==> src/rtl/alloc_encoder_pkg.sv <==
// Shared defaults and helpers for the free-list allocator.
// Used by alloc_encoder and alloc_encoder_enc via import alloc_encoder_pkg::*.
package alloc_encoder_pkg;

  localparam int ALLOC_SIZE  = 32;
  localparam int ALLOC_WIDTH = 5;
  localparam int ALLOC_NCH   = 2;

  function automatic int clog2(input int n);
    int r;
    r = 0;
    while ((1 << r) < n) r++;
    return r;
  endfunction

endpackage

==> src/rtl/alloc_encoder_enc.sv <==
// One-hot to binary encoder; an all-zero input yields index 0.
// OR-reduction form, so the input is assumed to have at most one bit set.
module alloc_encoder_enc
  import alloc_encoder_pkg::*;
#(
  parameter int SIZE  = ALLOC_SIZE,
  parameter int WIDTH = ALLOC_WIDTH
) (
  input  logic [SIZE-1:0]  onehot,
  output logic [WIDTH-1:0] idx
);

  always_comb begin
    idx = '0;
    for (int i = 0; i < SIZE; i++) begin
      if (onehot[i]) idx = idx | WIDTH'(i);
    end
  end

endmodule

==> src/rtl/alloc_encoder.sv <==
// Multi-channel free-list allocator: grants the lowest free entries to requesting channels.
// Optional feature: define ALLOC_CNT_EN to add the registered free-entry count o_nfree.
module alloc_encoder
  import alloc_encoder_pkg::*;
#(
  parameter int              SIZE     = ALLOC_SIZE,
  parameter int              WIDTH    = ALLOC_WIDTH,
  parameter int              NCH      = ALLOC_NCH,
  parameter logic [SIZE-1:0] RST_FREE = {SIZE{1'b1}}
) (
  input  logic                 i_clk,
  input  logic                 i_rst_n,
  input  logic                 i_en,
  input  logic [NCH-1:0]       i_req,
  output logic [NCH-1:0]       o_vld,
  output logic [NCH*WIDTH-1:0] o_idx,
  input  logic [SIZE-1:0]      i_rel,
  input  logic                 i_flush,
  output logic                 o_empty
`ifdef ALLOC_CNT_EN
  ,
  output logic [WIDTH:0]       o_nfree
`endif
);

  if (WIDTH != clog2(SIZE)) begin : g_width_check
    $error("alloc_encoder: WIDTH must equal clog2(SIZE)");
  end

  logic [SIZE-1:0] free;
  logic [SIZE-1:0] free_nxt;
  logic [SIZE-1:0] alloc_mask;
  logic [SIZE-1:0] avail [NCH+1];
  logic [SIZE-1:0] pick  [NCH];
  logic [NCH-1:0]  vld;

  // Each requesting channel takes the lowest bit still free after the
  // channels below it; pick stays zero when not granted so its index is 0.
  always_comb begin
    avail[0]   = free;
    alloc_mask = '0;
    vld        = '0;
    for (int k = 0; k < NCH; k++) begin
      pick[k]      = '0;
      avail[k + 1] = avail[k];
      if (i_rst_n && i_en && i_req[k] && (|avail[k])) begin
        pick[k]      = avail[k] & (~avail[k] + SIZE'(1));
        vld[k]       = 1'b1;
        avail[k + 1] = avail[k] & ~pick[k];
        alloc_mask   = alloc_mask | pick[k];
      end
    end
  end

  assign o_vld = vld;

  for (genvar k = 0; k < NCH; k++) begin : g_enc
    alloc_encoder_enc #(
      .SIZE  (SIZE),
      .WIDTH (WIDTH)
    ) u_enc (
      .onehot (pick[k]),
      .idx    (o_idx[k*WIDTH +: WIDTH])
    );
  end

  // Release is OR'ed after the allocate clear so it wins on a shared bit.
  assign free_nxt = i_flush ? RST_FREE : ((free & ~alloc_mask) | i_rel);

  always_ff @(posedge i_clk or negedge i_rst_n) begin
    if (!i_rst_n) begin
      free    <= RST_FREE;
      o_empty <= (RST_FREE == '0);
    end else begin
      free    <= free_nxt;
      o_empty <= (free_nxt == '0);
    end
  end

`ifdef ALLOC_CNT_EN
  function automatic logic [WIDTH:0] popcnt(input logic [SIZE-1:0] v);
    logic [WIDTH:0] c;
    c = '0;
    for (int i = 0; i < SIZE; i++) c = c + (WIDTH + 1)'(v[i]);
    return c;
  endfunction

  always_ff @(posedge i_clk or negedge i_rst_n) begin
    if (!i_rst_n) o_nfree <= popcnt(RST_FREE);
    else          o_nfree <= popcnt(free_nxt);
  end
`endif

endmodule
==> config.mk <==
export PLATFORM = sky130hd
export DESIGN_NAME = alloc_encoder
export DESIGN_NICKNAME = d
export VERILOG_FILES = /design/src/rtl/alloc_encoder_pkg.sv /design/src/rtl/alloc_encoder_enc.sv /design/src/rtl/alloc_encoder.sv
export SDC_FILE = /design/constraint.sdc
export NUM_CORES = 1
export LEC_CHECK = 0
export BUFFER_PORTS_ARGS = -buffer_cell sky130_fd_sc_hd__clkbuf_2
export CORE_UTILIZATION = 55
export DETAILED_ROUTE_END_ITERATION = 16
export PLACE_DENSITY = 0.84
export SYNTH_ARGS = -nofsm -noshare
export SYNTH_HDL_FRONTEND = slang
export SYNTH_SLANG_ARGS = --single-unit
==> constraint.sdc <==
create_clock -name i_clk -period 8.4 [get_ports i_clk]
set_clock_uncertainty 0.2 [all_clocks]
set_input_delay 0.42 -clock i_clk [delete_from_list [all_inputs] [get_ports i_clk]]
set_output_delay 0.42 -clock i_clk [all_outputs]
set_load 0.02 [all_outputs]
==> impl_metrics.env, run 1 <==
export IMPL_synth_cells=491
export IMPL_seqPwrFrac_pct=46.3
export IMPL_cp_data_arrival_time_ps=5290
export IMPL_fin_crit_sh_pct=70.4
export IMPL_synth_edf_count=0
export IMPL_rsz0062_at_grt="no"
export IMPL_htreeDepth=2
export IMPL_globalRouteTotalUtil_pct=43.4
export IMPL_met2_usage_pct=65.7
export IMPL_internal_power_uw=267
export IMPL_grtUsageMet3_pct=11.6
export IMPL_insertion_delay_ps=290
export IMPL_antennaDiodeCount=0
export IMPL_fin_util_pct=64.7
export IMPL_final_layout_size_suffix_gt1_share_pct=22.8
export IMPL_dp_hpwl_um=10500
export IMPL_period_needed_ps=5910
export IMPL_finalSetupViolCount=0
export IMPL_netlist_area_um2=3520
export IMPL_status="complete, no violations"
export IMPL_synth_cell_types=72
export IMPL_layout_nets=559
export IMPL_clock_sinks=33
export IMPL_power_density_nw_per_um2=89.1
export IMPL_synth_seq_cells=33
export IMPL_drt_first_pass_iters=5
export IMPL_drt_first_iter_violations=665
export IMPL_grt_pass1_vias=3932
export IMPL_cts_tree="yes"
export IMPL_place_gp_congestion=1.08
export IMPL_coreArea_um2=6030
export IMPL_cp_required_ps=7780
export IMPL_critPathMaxFanout=38
export IMPL_cts_buffers=5
export IMPL_power_frac_comb_pct=7.3
export IMPL_postRouteAntennaNets=0
export IMPL_num_rows=28
export IMPL_io_pins=51
export IMPL_critical_path_class="in -> out"
export IMPL_async_reset_ff_share_pct=100
export IMPL_grt_overflow=0
export IMPL_drv_cap=0
export IMPL_start_util_pct=58.3
export IMPL_drc_errors=0
export IMPL_synthFlopType="dfstp_2"
export IMPL_die_area_um2=6720
export IMPL_avgSynthCellArea_um2=7.16
export IMPL_grtUsageMet1_pct=57.3
export IMPL_via_per_inst=7.39
export IMPL_ctsLongestPathBuffers=2
export IMPL_yosys_warnings=0
export IMPL_clk_pin_slew_worst_paths_ps=70
export IMPL_max_slew_margin_pct=29.9
export IMPL_postCtsSetupBuffers=0
export IMPL_antenna_found_initial=0
export IMPL_finalHoldViolations=0
export IMPL_busiest_layer="met2"
export IMPL_power_uw=348
export IMPL_die_x_um=82.0
export IMPL_slew_viol_final=0
export IMPL_synth_nets=529
export IMPL_ys_seq_area_share_pct=24.6
export IMPL_p_clk_share_pct=46.4
export IMPL_grt_pass1_wl_um=21200
export IMPL_max_vdd_ir_drop_mv=0.0786
export IMPL_grt_max_degree=39
export IMPL_syn_to_final_growth_pct=10.9
export IMPL_die_h_um=82.0
export IMPL_power_switching_uw=80.7
export IMPL_crit_path_end_kind="output pin"
export IMPL_worstMarginPinSlew_ps=1040
export IMPL_tns_ps=0
export IMPL_cts_root_buf="clkbuf_8"
export IMPL_vias=4412
export IMPL_port_buffers=50
export IMPL_critPathLaunchType="input pin"
export IMPL_switching_share_pct=23.2
export IMPL_p_leak_uw=0.00149
export IMPL_hp_class="in -> reg"
export IMPL_routedWlPerCell_um=23.2
export IMPL_drt_wl_total_um=13900
export IMPL_max_freq_mhz=169
-- power groups by stage --
stage / clock [uW] / sequential (uW) / combinational, uW
after floorplan: 0 / 163 / 9.10
after global placement: 0 / 163 / 23.8
after detailed placement: 0 / 163 / 24.6
after CTS: 160 / 161 / 25.1
after global routing: 166 / 161 / 28.1
final: 161 / 161 / 25.4
-- repair_timing --
item                      4_1_cts  5_1_grt
hold buffers                    1        0
hold endpoints to repair        1        0
resized for setup               0        0
-- cell usage after synthesis, types with 3 or more instances --
| library cell | n | share of area (%) |
|---|---|---|
| buf_2 | 3 | 0.43 |
| a41oi_1 | 6 | 1.5 |
| and2_1 | 3 | 0.53 |
| nor4_1 | 24 | 4.3 |
| clkbuf_1 | 31 | 3.3 |
| nand2b_1 | 8 | 1.4 |
| maj3_1 | 3 | 0.85 |
| a21o_1 | 3 | 0.64 |
| o2111ai_1 | 3 | 0.75 |
| a31o_2 | 3 | 0.75 |
| a32o_1 | 3 | 0.85 |
| nor3_1 | 20 | 2.8 |
| a21boi_0 | 6 | 1.3 |
| nor2_1 | 61 | 6.5 |
| nand2_1 | 37 | 4.0 |
| o21ai_0 | 23 | 3.3 |
| dfstp_2 | 32 | 24 |
| or2_2 | 8 | 1.4 |
| a21oi_1 | 25 | 3.6 |
| nand4_1 | 10 | 1.8 |
| inv_1 | 20 | 2.1 |
| o31ai_1 | 5 | 1.1 |
| o41ai_1 | 5 | 1.2 |
| or4_1 | 8 | 1.7 |
| a2111oi_0 | 3 | 0.75 |
| and4_1 | 4 | 1.0 |
| nand3_1 | 31 | 4.4 |
| a31oi_1 | 16 | 2.8 |
| or3_1 | 14 | 2.5 |
| a211oi_1 | 7 | 1.5 |
| o221ai_1 | 3 | 0.75 |
| a211o_1 | 3 | 0.75 |
| o21ai_1 | 3 | 0.43 |
| and3_1 | 11 | 2.0 |
-- layer usage --
metal / wire (um) / vias to the layer above
li1: - / 1944
met1: 5370 / 2035
met2: 5900 / 360
met3: 1900 / 73
met4: 702 / 0
met5: 0 / -
-- worst paths after layout --
kind                       startpoint       end  slack [ps]  cells past startpoint
setup reg to reg             free[14]   o_empty        3230                     10
hold reg to reg              free[19]  free[19]         420                      2
min in group asynchronous     i_rst_n   o_empty         530                      3
max in group asynchronous     i_rst_n   free[8]        7120                      3
setup / recovery              i_rst_n  o_idx[8]        2490                     16
hold / removal              i_rel[26]  free[26]         130                      2
-- final cells by class --
type | instances | area [um^2]
timing repair buffer | 58 | 313
tap | 75 | 93.8
sequential | 33 | 866
fill | 552 | 2130
clock buffer | 7 | 86.3
clock inverter | 1 | 30.0
multi-input combinational | 402 | 2430
inverter | 21 | 78.8
-- registers in the layout, indices dropped and copies added (netlist names) --
signal / count
o_empty: 1
free: 32
-- stage by stage --
step,hold WS (ps),setup WS (ps),instances,instance area (um^2)
after floorplan,-75.6,4070,491,3520
after global placement,289,3340,588,3770
after detailed placement,298,3150,588,3770
after CTS,135,2610,597,3900
after global routing,146,2040,597,3900
final,132,2490,597,3900
-- worst max-delay path, stage by stage --
cell and delay [ps]:
dlygate4sd3_1 520, clkbuf_2 90, buf_4 410, and4b_1 400
nand4_4 340, o41ai_1 1050, and4_1 330, and3_1 300
nand3_1 210, nand2_1 230, inv_2 130, nand2_1 130
o22ai_1 100, nor4_1 280, nand3_1 150, clkbuf_2 180
-- placed cells by master, fill, tap and decap left out, types with 4 or more instances in the layout --
cell      count
o41ai_1       5
o21ai_0      23
nor4_1       24
nand3_1      31
a41oi_1       6
a31oi_1      16
nor2_1       61
a21oi_1      25
a21boi_0      6
o31ai_1       5
or4_1         8
clkbuf_8      6
and4_1        4
nand2b_1      8
nor3_1       20
or3_1        14
dfstp_2      32
nand4_1      10
clkbuf_2     50
buf_4         7
a211oi_1      7
or2_2         8
nand2_1      37
and3_1       11
inv_1        20
-- cell families after synthesis --
logic type                 synth area share, %
xor gates and xnor gates                 0.249
AOI/OAI and AO/OA                         28.0
adders and majority gates                0.854
DFF                                       24.6
and+or+nand+nor                           40.0
buffers and inverters                     6.19
Note: power is estimated with default switching activity, not from simulation.
==> run 2: changes to the inputs <==
CORE_UTILIZATION = 53   (was 55)
PLACE_DENSITY = 0.85   (was 0.84)
clock period = 4.86 ns   (was 8.4 ns; I/O delays follow)
==> run 2 against run 1 <==
Die area grew 3.7%. Power grew 62%. Via count grew 4.5%. Clock power grew 42%. Sequential share of layout area shrank 1.8 points. Cell count grew 6.9%. Sequential power grew 73%. Clock-buffer cell count grew 1. Global-route usage shrank 0.70 points. Critical path depth shrank 3. Critical path type unchanged.
==> impl_metrics.env, run 2 (synthesis results as in run 1) <==
export IMPL_htreeDepth=2
export IMPL_via_per_inst=7.23
export IMPL_start_util_pct=55.1
export IMPL_p_clk_share_pct=40.7
export IMPL_antennaDiodeCount=0
export IMPL_max_vdd_ir_drop_mv=0.138
export IMPL_largest_reg_flops=32
export IMPL_critPathLaunchType="input pin"
export IMPL_die_area_um2=6960
export IMPL_grt_pass1_vias=4249
export IMPL_p_leak_uw=0.00168
export IMPL_cp_required_ps=4420
export IMPL_multi_input_area_um2=2470
export IMPL_holdCritStartpoint="i_rel[2]"
export IMPL_drv_cap=0
export IMPL_routedWlPerCell_um=23.0
export IMPL_cts_root_buf="clkbuf_8"
export IMPL_mostFrequentLayoutCell="nor2_1"
export IMPL_syn_to_final_growth_pct=20.7
export IMPL_fin_crit_sh_pct=96.7
export IMPL_grt_max_degree=38
export IMPL_drt_wl_total_um=14700
export IMPL_fin_area_um2=4250
export IMPL_max_freq_mhz=213
export IMPL_drc_errors=0
export IMPL_grt_pass1_wl_um=22900
export IMPL_place_gp_congestion=1.08
export IMPL_finalSetupViolCount=0
export IMPL_antenna_found_initial=0
export IMPL_place_area_um2=3960
export IMPL_num_rows=29
export IMPL_drt_first_pass_iters=6
export IMPL_crit_start="i_rst_n"
export IMPL_grt_overflow=0
export IMPL_rsz0062_at_grt="no"
export IMPL_period_needed_ps=4700
export IMPL_dp_hpwl_um=11200
export IMPL_finalHoldViolations=0
export IMPL_globalRouteTotalUtil_pct=42.7
export IMPL_port_buffers=50
export IMPL_power_density_nw_per_um2=132
export IMPL_layout_common_cells="nor2_1 (61), clkbuf_2 (50), nand2_1 (37)"
export IMPL_ctsLongestPathBuffers=2
export IMPL_coreArea_um2=6390
export IMPL_fin_cells=638
export IMPL_internal_power_uw=417
export IMPL_drt_first_iter_violations=635
export IMPL_critical_path_class="in -> out"
export IMPL_layout_nets=598
export IMPL_vias=4612
export IMPL_final_layout_size_suffix_gt1_share_pct=26.4
export IMPL_power_switching_uw=144
export IMPL_clock_sinks=33
export IMPL_critPathMaxFanout=10
export IMPL_cts_tree="yes"
export IMPL_dpl_cell_count=615
export IMPL_max_slew_margin_pct=49.4
export IMPL_switching_share_pct=25.6
export IMPL_die_x_um=83.4
export IMPL_worstMarginPinSlew_ps=752
export IMPL_power_frac_comb_pct=9.7
export IMPL_postRouteAntennaNets=0
export IMPL_crit_path_end_kind="output pin"
export IMPL_cp_data_arrival_time_ps=4260
export IMPL_clk_pin_slew_worst_paths_ps=70
export IMPL_slew_viol_final=0
export IMPL_regArea_um2=866
export IMPL_reg_largest_list="free x32, o_empty x1"
export IMPL_fill_cells=589
export IMPL_die_h_um=83.4
export IMPL_io_pins=51
export IMPL_insertion_delay_ps=300
export IMPL_hp_class="in -> reg"
export IMPL_rr_startpoint="free[12]"
export IMPL_status="complete, no violations"
export IMPL_largest_register="free"
export IMPL_tns_ps=0
export IMPL_seqPwrFrac_pct=49.6
export IMPL_cts_buffers=5
-- run 2: cell types whose count changed in the layout (fill, tap and decap cells not counted), sizes merged --
cell / previous run / this run
clkbuf: 57 / 58
bufinv: 1 / 0
dlygate4sd3: 1 / 15
buf: 7 / 32
-- run 2: timing repair --
| action | CTS | global route |
|---|---|---|
| endpoints found under the setup margin | 0 | 4 |
| gates resized for setup | 0 | 7 |
| endpoints found under the hold margin | 15 | 0 |
| buffers inserted | 0 | 0 |
| hold buffers | 15 | 0 |
-- run 2: final cells by class --
| type | instances | area share [%] |
|---|---|---|
| clock buffer | 8 | 2.12 |
| inverter | 21 | 1.86 |
| multi-input combinational | 402 | 58.2 |
| sequential | 33 | 20.4 |
| tap | 77 | 2.27 |
| timing repair buffer | 97 | 15.2 |
-- run 2: worst paths after layout --
| check | endpoint | slack (ps) | cells past startpoint |
|---|---|---|---|
| max | o_idx[5] | 160 | 13 |
| min | free[2] | 8 | 3 |
| max reg2reg | o_empty | 390 | 11 |
| min reg2reg | free[4] | 440 | 2 |
| max in group asynchronous | free[3] | 3800 | 3 |
| min in group asynchronous | o_empty | 360 | 3 |
-- run 2: metrics by stage --
step / hold WS, ps / setup WS, ps / power (uW) / util (%)
final: 7.83 / 159 / 561 / 66.5
after global routing: 24.3 / 4.48 / 576 / 66.5
after CTS: 5.46 / 126 / 558 / 65.8
after detailed placement: 177 / 316 / 326 / 62.1
after global placement: 170 / 388 / 325 / 62.1
after floorplan: -253 / 703 / 297 / -
-- run 2: per-layer routing --
| metal | global-route usage (%) | wire length [um] | up-vias |
|---|---|---|---|
| li1 | - | - | 2027 |
| met4 | 20.2 | 733 | 0 |
| met5 | 0 | 0 | - |
| met3 | 9.84 | 1870 | 72 |
| met1 | 56.9 | 5610 | 2148 |
| met2 | 65.4 | 6490 | 365 |
-- run 2: worst max-delay path: stages --
cell and delay [ps]:
dlygate4sd3_1 520, clkbuf_2 140, and4b_1 340, nand4_4 220, buf_4 250, nor4_2 270
maj3_1 360, or4b_1 590, o211ai_1 460, o22a_1 240, o2111ai_1 110, or3_1 330
clkbuf_2 170
-- run 2: power groups by stage --
stage          clock (uW)  combinational [uW]  sequential, uW
2_1_floorplan           0                15.7             281
3_3_place_gp            0                42.4             282
3_5_place_dp            0                43.5             282
4_1_cts               226                53.2             278
5_1_grt               238                59.6             278
6_report              228                54.6             278
